### config.mk
export PLATFORM = sky130hd
export DESIGN_NAME = ic_wr_sched
export DESIGN_NICKNAME = d
export VERILOG_FILES = /design/src/rtl/ic_pkg.sv /design/src/rtl/ic_wr_sched_fifo.sv /design/src/rtl/ic_wr_sched.sv
export SDC_FILE = /design/constraint.sdc
export NUM_CORES = 1
export LEC_CHECK = 0
export CAP_MARGIN = 40
export CORE_UTILIZATION = 50
export CTS_CLUSTER_DIAMETER = 30
export DETAILED_ROUTE_END_ITERATION = 8
export HOLD_SLACK_MARGIN = 0.15
export PLACE_DENSITY = 0.77
export SYNTH_ARGS = -nofsm -noshare
export SYNTH_HDL_FRONTEND = slang
export SYNTH_SLANG_ARGS = --single-unit
### constraint.sdc
create_clock -name clk -period 2.6 [get_ports clk]
set_input_delay 0.52 -clock clk [delete_from_list [all_inputs] [get_ports clk]]
set_output_delay 0.52 -clock clk [all_outputs]
set_load 0.02 [all_outputs]
### src/rtl/ic_pkg.sv
// Shared interconnect types: write-scheduler entry, default widths, clog2 helper.
package ic_pkg;

  localparam int MSTR_BITS = 2;
  localparam int LEN_BITS  = 4;

  // One outstanding write burst: owning master and AWLEN.
  typedef struct packed {
    logic [MSTR_BITS-1:0] mstr;
    logic [LEN_BITS-1:0]  len;
  } wsched_entry_t;

  // Index width for n items, never below 1.
  function automatic int clog2(input int n);
    int r;
    r = 0;
    while ((1 << r) < n) r++;
    return (r < 1) ? 1 : r;
  endfunction

endpackage

### src/rtl/ic_wr_sched_fifo.sv
// Register FIFO of write-burst entries, kept in AW-accept order.
module ic_wr_sched_fifo
  import ic_pkg::*;
#(
  parameter int DEPTH    = 4,
  parameter int CNT_BITS = clog2(DEPTH) + 1
) (
  input  logic                clk,
  input  logic                reset,
  input  logic                push,
  input  wsched_entry_t       push_data,
  input  logic                pop,
  output wsched_entry_t       head,
  output logic                full,
  output logic                empty,
  output logic [CNT_BITS-1:0] count
);

  localparam int AW = CNT_BITS - 1;

  // Pointers carry one extra wrap bit so full and empty are distinguishable.
  logic [CNT_BITS-1:0] wr_ptr, rd_ptr;
  wsched_entry_t       mem [DEPTH];
  logic                do_push, do_pop;

  assign count   = wr_ptr - rd_ptr;
  assign full    = (count == CNT_BITS'(DEPTH));
  assign empty   = (count == '0);
  assign do_push = push & ~full;
  assign do_pop  = pop & ~empty;
  assign head    = mem[rd_ptr[AW-1:0]];

  // Pointer update; a push while full is dropped.
  always_ff @(posedge clk or negedge reset) begin
    if (!reset) begin
      wr_ptr <= '0;
      rd_ptr <= '0;
    end else begin
      if (do_push) wr_ptr <= wr_ptr + 1'b1;
      if (do_pop)  rd_ptr <= rd_ptr + 1'b1;
    end
  end

  // Entry storage; contents are don't-care while empty.
  always_ff @(posedge clk) begin
    if (do_push) mem[wr_ptr[AW-1:0]] <= push_data;
  end

endmodule

### src/rtl/ic_wr_sched.sv
// Per-slave W-channel scheduler: serves masters' write data in AW-accept order.
module ic_wr_sched
  import ic_pkg::*;
#(
  parameter int NUM_MSTR  = 4,
  parameter int MSTR_BITS = ic_pkg::MSTR_BITS,
  parameter int LEN_BITS  = ic_pkg::LEN_BITS,
  parameter int DEPTH     = 4,
  parameter int CNT_BITS  = clog2(DEPTH) + 1
) (
  input  logic                 clk,
  input  logic                 reset,
  input  logic                 aw_valid,
  input  logic                 aw_ready,
  input  logic [MSTR_BITS-1:0] aw_mstr,
  input  logic [LEN_BITS-1:0]  aw_len,
  output logic                 aw_hold,
  input  logic [NUM_MSTR-1:0]  m_wvalid,
  input  logic [NUM_MSTR-1:0]  m_wlast,
  output logic [NUM_MSTR-1:0]  m_wready,
  output logic                 s_wvalid,
  output logic                 s_wlast,
  input  logic                 s_wready,
  output logic [MSTR_BITS-1:0] w_sel,
  output logic                 w_sel_ok,
  output logic [CNT_BITS-1:0]  pending,
  output logic                 err_last
);

  wsched_entry_t       aw_e, head;
  logic                full, empty, push, pop, beat, last_beat;
  logic [LEN_BITS-1:0] beat_cnt;

  assign aw_e = '{mstr: aw_mstr, len: aw_len};
  assign push = aw_valid & aw_ready & ~full;

  ic_wr_sched_fifo #(.DEPTH(DEPTH), .CNT_BITS(CNT_BITS)) u_fifo (
    .clk       (clk),
    .reset     (reset),
    .push      (push),
    .push_data (aw_e),
    .pop       (pop),
    .head      (head),
    .full      (full),
    .empty     (empty),
    .count     (pending)
  );

  // Hold comes straight from registered fullness; a same-cycle pop does not bypass it.
  assign aw_hold   = full;
  assign w_sel_ok  = ~empty;
  assign w_sel     = empty ? '0 : head.mstr;
  assign s_wvalid  = w_sel_ok & m_wvalid[w_sel];
  assign s_wlast   = w_sel_ok & m_wlast[w_sel];
  assign beat      = s_wvalid & s_wready;
  assign last_beat = (beat_cnt == head.len);
  // Retire on length, not on WLAST.
  assign pop       = beat & last_beat;

  // Only the head master sees WREADY.
  for (genvar i = 0; i < NUM_MSTR; i++) begin : g_wready
    assign m_wready[i] = w_sel_ok & s_wready & (w_sel == MSTR_BITS'(i));
  end

  // Beat counter within the head burst, plus registered WLAST/length check.
  always_ff @(posedge clk or negedge reset) begin
    if (!reset) begin
      beat_cnt <= '0;
      err_last <= 1'b0;
    end else begin
      err_last <= beat & (m_wlast[w_sel] != last_beat);
      if (pop)       beat_cnt <= '0;
      else if (beat) beat_cnt <= beat_cnt + 1'b1;
    end
  end

  // Upstream must gate AWVALID on aw_hold; an AW taken while full is lost.
  a_no_aw_when_full: assert property (@(posedge clk) disable iff (!reset)
    !(aw_valid && aw_ready && full));

endmodule

==> key figures <==
GRT
  • Global-route wire length before repair: a little under 6 mm
  • Global route total overflow: 0
  • Met1 Use GR: 0.235
  • Largest net degree at the start of global routing: 12
  • Vias in the first global route: between 1000 and 1500
  • Busiest grt layer: met2
  • Initial antenna violation count: 0
  • GR met2 Demand/Resource: 0.457
  • Grt met3 use: 0.0588
  • GRT Resource Usage Total: 0.231

Critical path
  • Crit path buffers/inverters: 2
  • WP data arrival: around 2.2 ns
  • Reg-to-reg slack, setup: between 0.1 and 0.15 ns
  • Critical path cell sequence: ha_2 -> fa_2 -> xor3_2 -> nor2_4 -> buf_6 -> nor2_2 -> o22ai_2 -> nor2_1 -> buf_2
  • Family with the most delay on the worst path: adder cells
  • CP startpoint kind: flip-flop
  • R2R Path End: u_fifo.rd_ptr[1]$_DFFE_PN0P_
  • Reg-to-Reg Start: u_fifo.rd_ptr[0]$_DFFE_PN0P_
  • Crit-path max cell delay: 0.41 ns
  • Worst r2r path cells: 10
  • CP Class: reg -> out
  • Crit. End Element: primary output
  • CP max-delay cell: dfrtp_1
  • WP data required: 2.08 ns
  • Crit-path max FO: 3

Synth
  • Synth Net Count: approximately 150
  • Area leader, netlist: edfxtp_1
  • Predominant post-synthesis flop cell: edfxtp_1
  • Share of the synthesized area in the top cell type: 0.413
  • Post-synth EDFFs: 24
  • Syn_area_per_cell: ~14 sq um
  • Synth cell count leaders: edfxtp_1 (24), nor2_1 (12), dfrtp_1 (11)
  • Mapped Area: 1750 sq um
  • Gate Count Post-Synth: 124
  • Register area share after synthesis: 0.571
  • Synthesis-stage register bit count: 35
  • Syn. warnings: 0
  • Top-count cell post-synth: edfxtp_1
  • Synth async-reset ratio: 0.314
  • Netlist cell types: 30
  • Synth area leaders: edfxtp_1 (41%), dfrtp_1 (16%), ha_1 (5.7%), mux2i_1 (4.6%), mux4_1 (3.0%)

STA
  • Max-slew violations: 0
  • Rel. slew slack: 0.672
  • Worst Max-Slew Pin Slew: roughly 0.5 ns
  • RSZ-0062 raised after global routing: true
  • Final Skew: 0.00965 ns
  • Min cycle time layout: 2.72 ns
  • Final-report setup violation count: 3
  • F_max: about 0.37 GHz
  • Final-report hold violation count: 0
  • Final WS setup: -0.116 ns
  • Crit share post-route: 1.04

Floorplan
  • Die H: roughly 61 um
  • IO Count: 33
  • FP Rows: 21
  • Core Region: 3340 sq um
  • Die Area: 3730 sq um
  • Starting density of the core: 0.523
  • Chip width: just over 60 um

Hold path
  • Worst hold path class: reg -> reg
  • WHS Path Cells: 1
  • HP Start: u_fifo.wr_ptr[2]$_DFFE_PN0P_
  • Endpoint, Worst Hold: u_fifo.wr_ptr[2]$_DFFE_PN0P_

Run
  • Max-Cap Viols: 0

Placed design
  • Placed Area: about 2200 sq um
  • HPWL after DPL: between 2 and 3 mm
  • Placer congestion estimate: 0.734
  • Port buffer count: 32
  • Dpl ws: -0.264 ns

CTS
  • Max H-tree Level: 2
  • CTS tree: built
  • Hold_buf cts: 0
  • CTS sink count: 35
  • Worst-path clk slew: roughly 0.10 ns
  • Worst-Skew Late Latency: 0.34 ns
  • CTS Root Cell: clkbuf_4
  • Cts bufs inserted: 5
  • CTS Buffer Depth: 2

Power
  • Pwr Density: 1220 nW/um^2
  • Peak VDD IR: 0.543 mV
  • P_leak: between 0.9 and 1 nW

Run status
  • Failing checks: setup timing
  • Status: finished, violations left

Detailed routing
  • Vias per cell: slightly above 5
  • DRT antenna net count: 0
  • Residual DRC: 0
  • DRT iter0 DRCs: 36
  • Drt wl/cell: between 15 and 20 um
  • Final WL: ~3.6 mm
  • Via Count: ~1200
  • TritonRoute pass-1 iters: 4

Final layout
  • Share of layout cells above drive strength 1: 0.341
  • Layout area overhead: 36.6%
  • Final Instance Area: approximately 2400 sq um
  • Nets: ~210
  • Antenna diode count: 0
[registers in the layout (all words and copies together) (netlist names)]
register,cells
u_fifo.wr_ptr,3
beat_cnt,4
u_fifo.rd_ptr,3
u_fifo.mem,24
err_last,1
[power breakdown]
part,switching [W],leakage [nW],internal (W)
combinational,0.000931,0.594,0.000911
clock,0.000168,0.0293,0.000105
sequential,0.0000791,0.353,0.000713
total,0.00118,0.976,0.00173
[final cells by class]
class / instances / area (sq um)
clock inverter: 1 / 5.00
tap: 46 / 57.6
timing repair buffer: 53 / 480
multi-input combinational: 79 / 773
clock buffer: 7 / 45.0
sequential: 35 / 996
fill: 250 / 953
inverter: 7 / 26.3
[metal layers]
metal  share of wire  wire length (um)
met1            0.38              1400
met2            0.56              2030
met3           0.047               171
met4           0.013                48
met5               0                 0
[cells in the final DEF (no fill, tap or decap), drive strengths merged]
master,Yosys,layout
buf,3,31
edfxtp,24,24
clkdlybuf4s50,0,20
nor2,12,12
dfrtp,11,11
mux2i,8,8
ha,8,8
inv,7,7
clkbuf,0,7
xor2,6,6
and2,6,6
nand2,6,6
xnor2,5,5
nand3,5,5
mux4,4,4
nor2b,3,3
nor3,2,2
o21ai,2,2
a22o,2,2
mux2,2,2
xor3,1,1
nor3b,1,1
a21oi,1,1
o22ai,1,1
or3,1,1
a211oi,1,1
a221o,1,1
fa,1,1
clkinv,0,1
dlymetal6s2s,0,1
dlygate4sd2,0,1
[cell families after synthesis]
family | Yosys count | synth area share
and+or+nand+nor | 36 | 0.103
buffers and inverters | 10 | 0.0308
muxes | 14 | 0.117
adders and majority gates | 9 | 0.0688
xor gates and xnor gates | 12 | 0.0688
DFF | 35 | 0.571
AOI/OAI and AO/OA | 8 | 0.0409
[worst max path at each step]
stage                                  from     endpoint  cells after the start  slack, ns
2_1_floorplan  u_fifo.wr_ptr[0]$_DFFE_PN0P_  m_wready[1]                      8       0.04
3_3_place_gp   u_fifo.rd_ptr[0]$_DFFE_PN0P_      s_wlast                      9      -0.15
3_5_place_dp   u_fifo.rd_ptr[0]$_DFFE_PN0P_      s_wlast                      7      -0.26
4_1_cts        u_fifo.rd_ptr[0]$_DFFE_PN0P_      s_wlast                      9      -0.11
5_1_grt        u_fifo.rd_ptr[0]$_DFFE_PN0P_      s_wlast                      9      -0.20
6_report       u_fifo.rd_ptr[0]$_DFFE_PN0P_      s_wlast                      9      -0.12
[worst reg2reg max path, cell delays in order, from the launching register on]
cell and delay, ns:
dfrtp_1 0.38, buf_6 0.13, mux4_2 0.57, buf_6 0.16, mux2i_1 0.11, mux2i_1 0.18, buf_4 0.14, buf_4 0.10
nor2b_2 0.19, nand2_2 0.09, mux2_4 0.31
[stage by stage]
step	hold slack, ns	total power, W	setup TNS, ns	std cells	util
6_report	0.487	0.00291	-0.263	228	0.714
5_1_grt	0.502	0.00309	-0.893	228	0.714
4_1_cts	0.484	0.00287	-0.236	228	0.704
3_5_place_dp	0.470	0.00250	-1.31	216	0.673
3_3_place_gp	0.458	0.00241	-0.814	216	0.673
2_1_floorplan	0.224	0.00176	0	124	-
[what timing repair did]
item / in CTS / in global routing
buffers inserted: 4 / 0
resized for setup: 63 / 11
pin swaps: 1 / 0
endpoints found under the setup margin: 11 / 15
cloned: 0 / 0
Note: power is estimated with default switching activity, not from simulation.
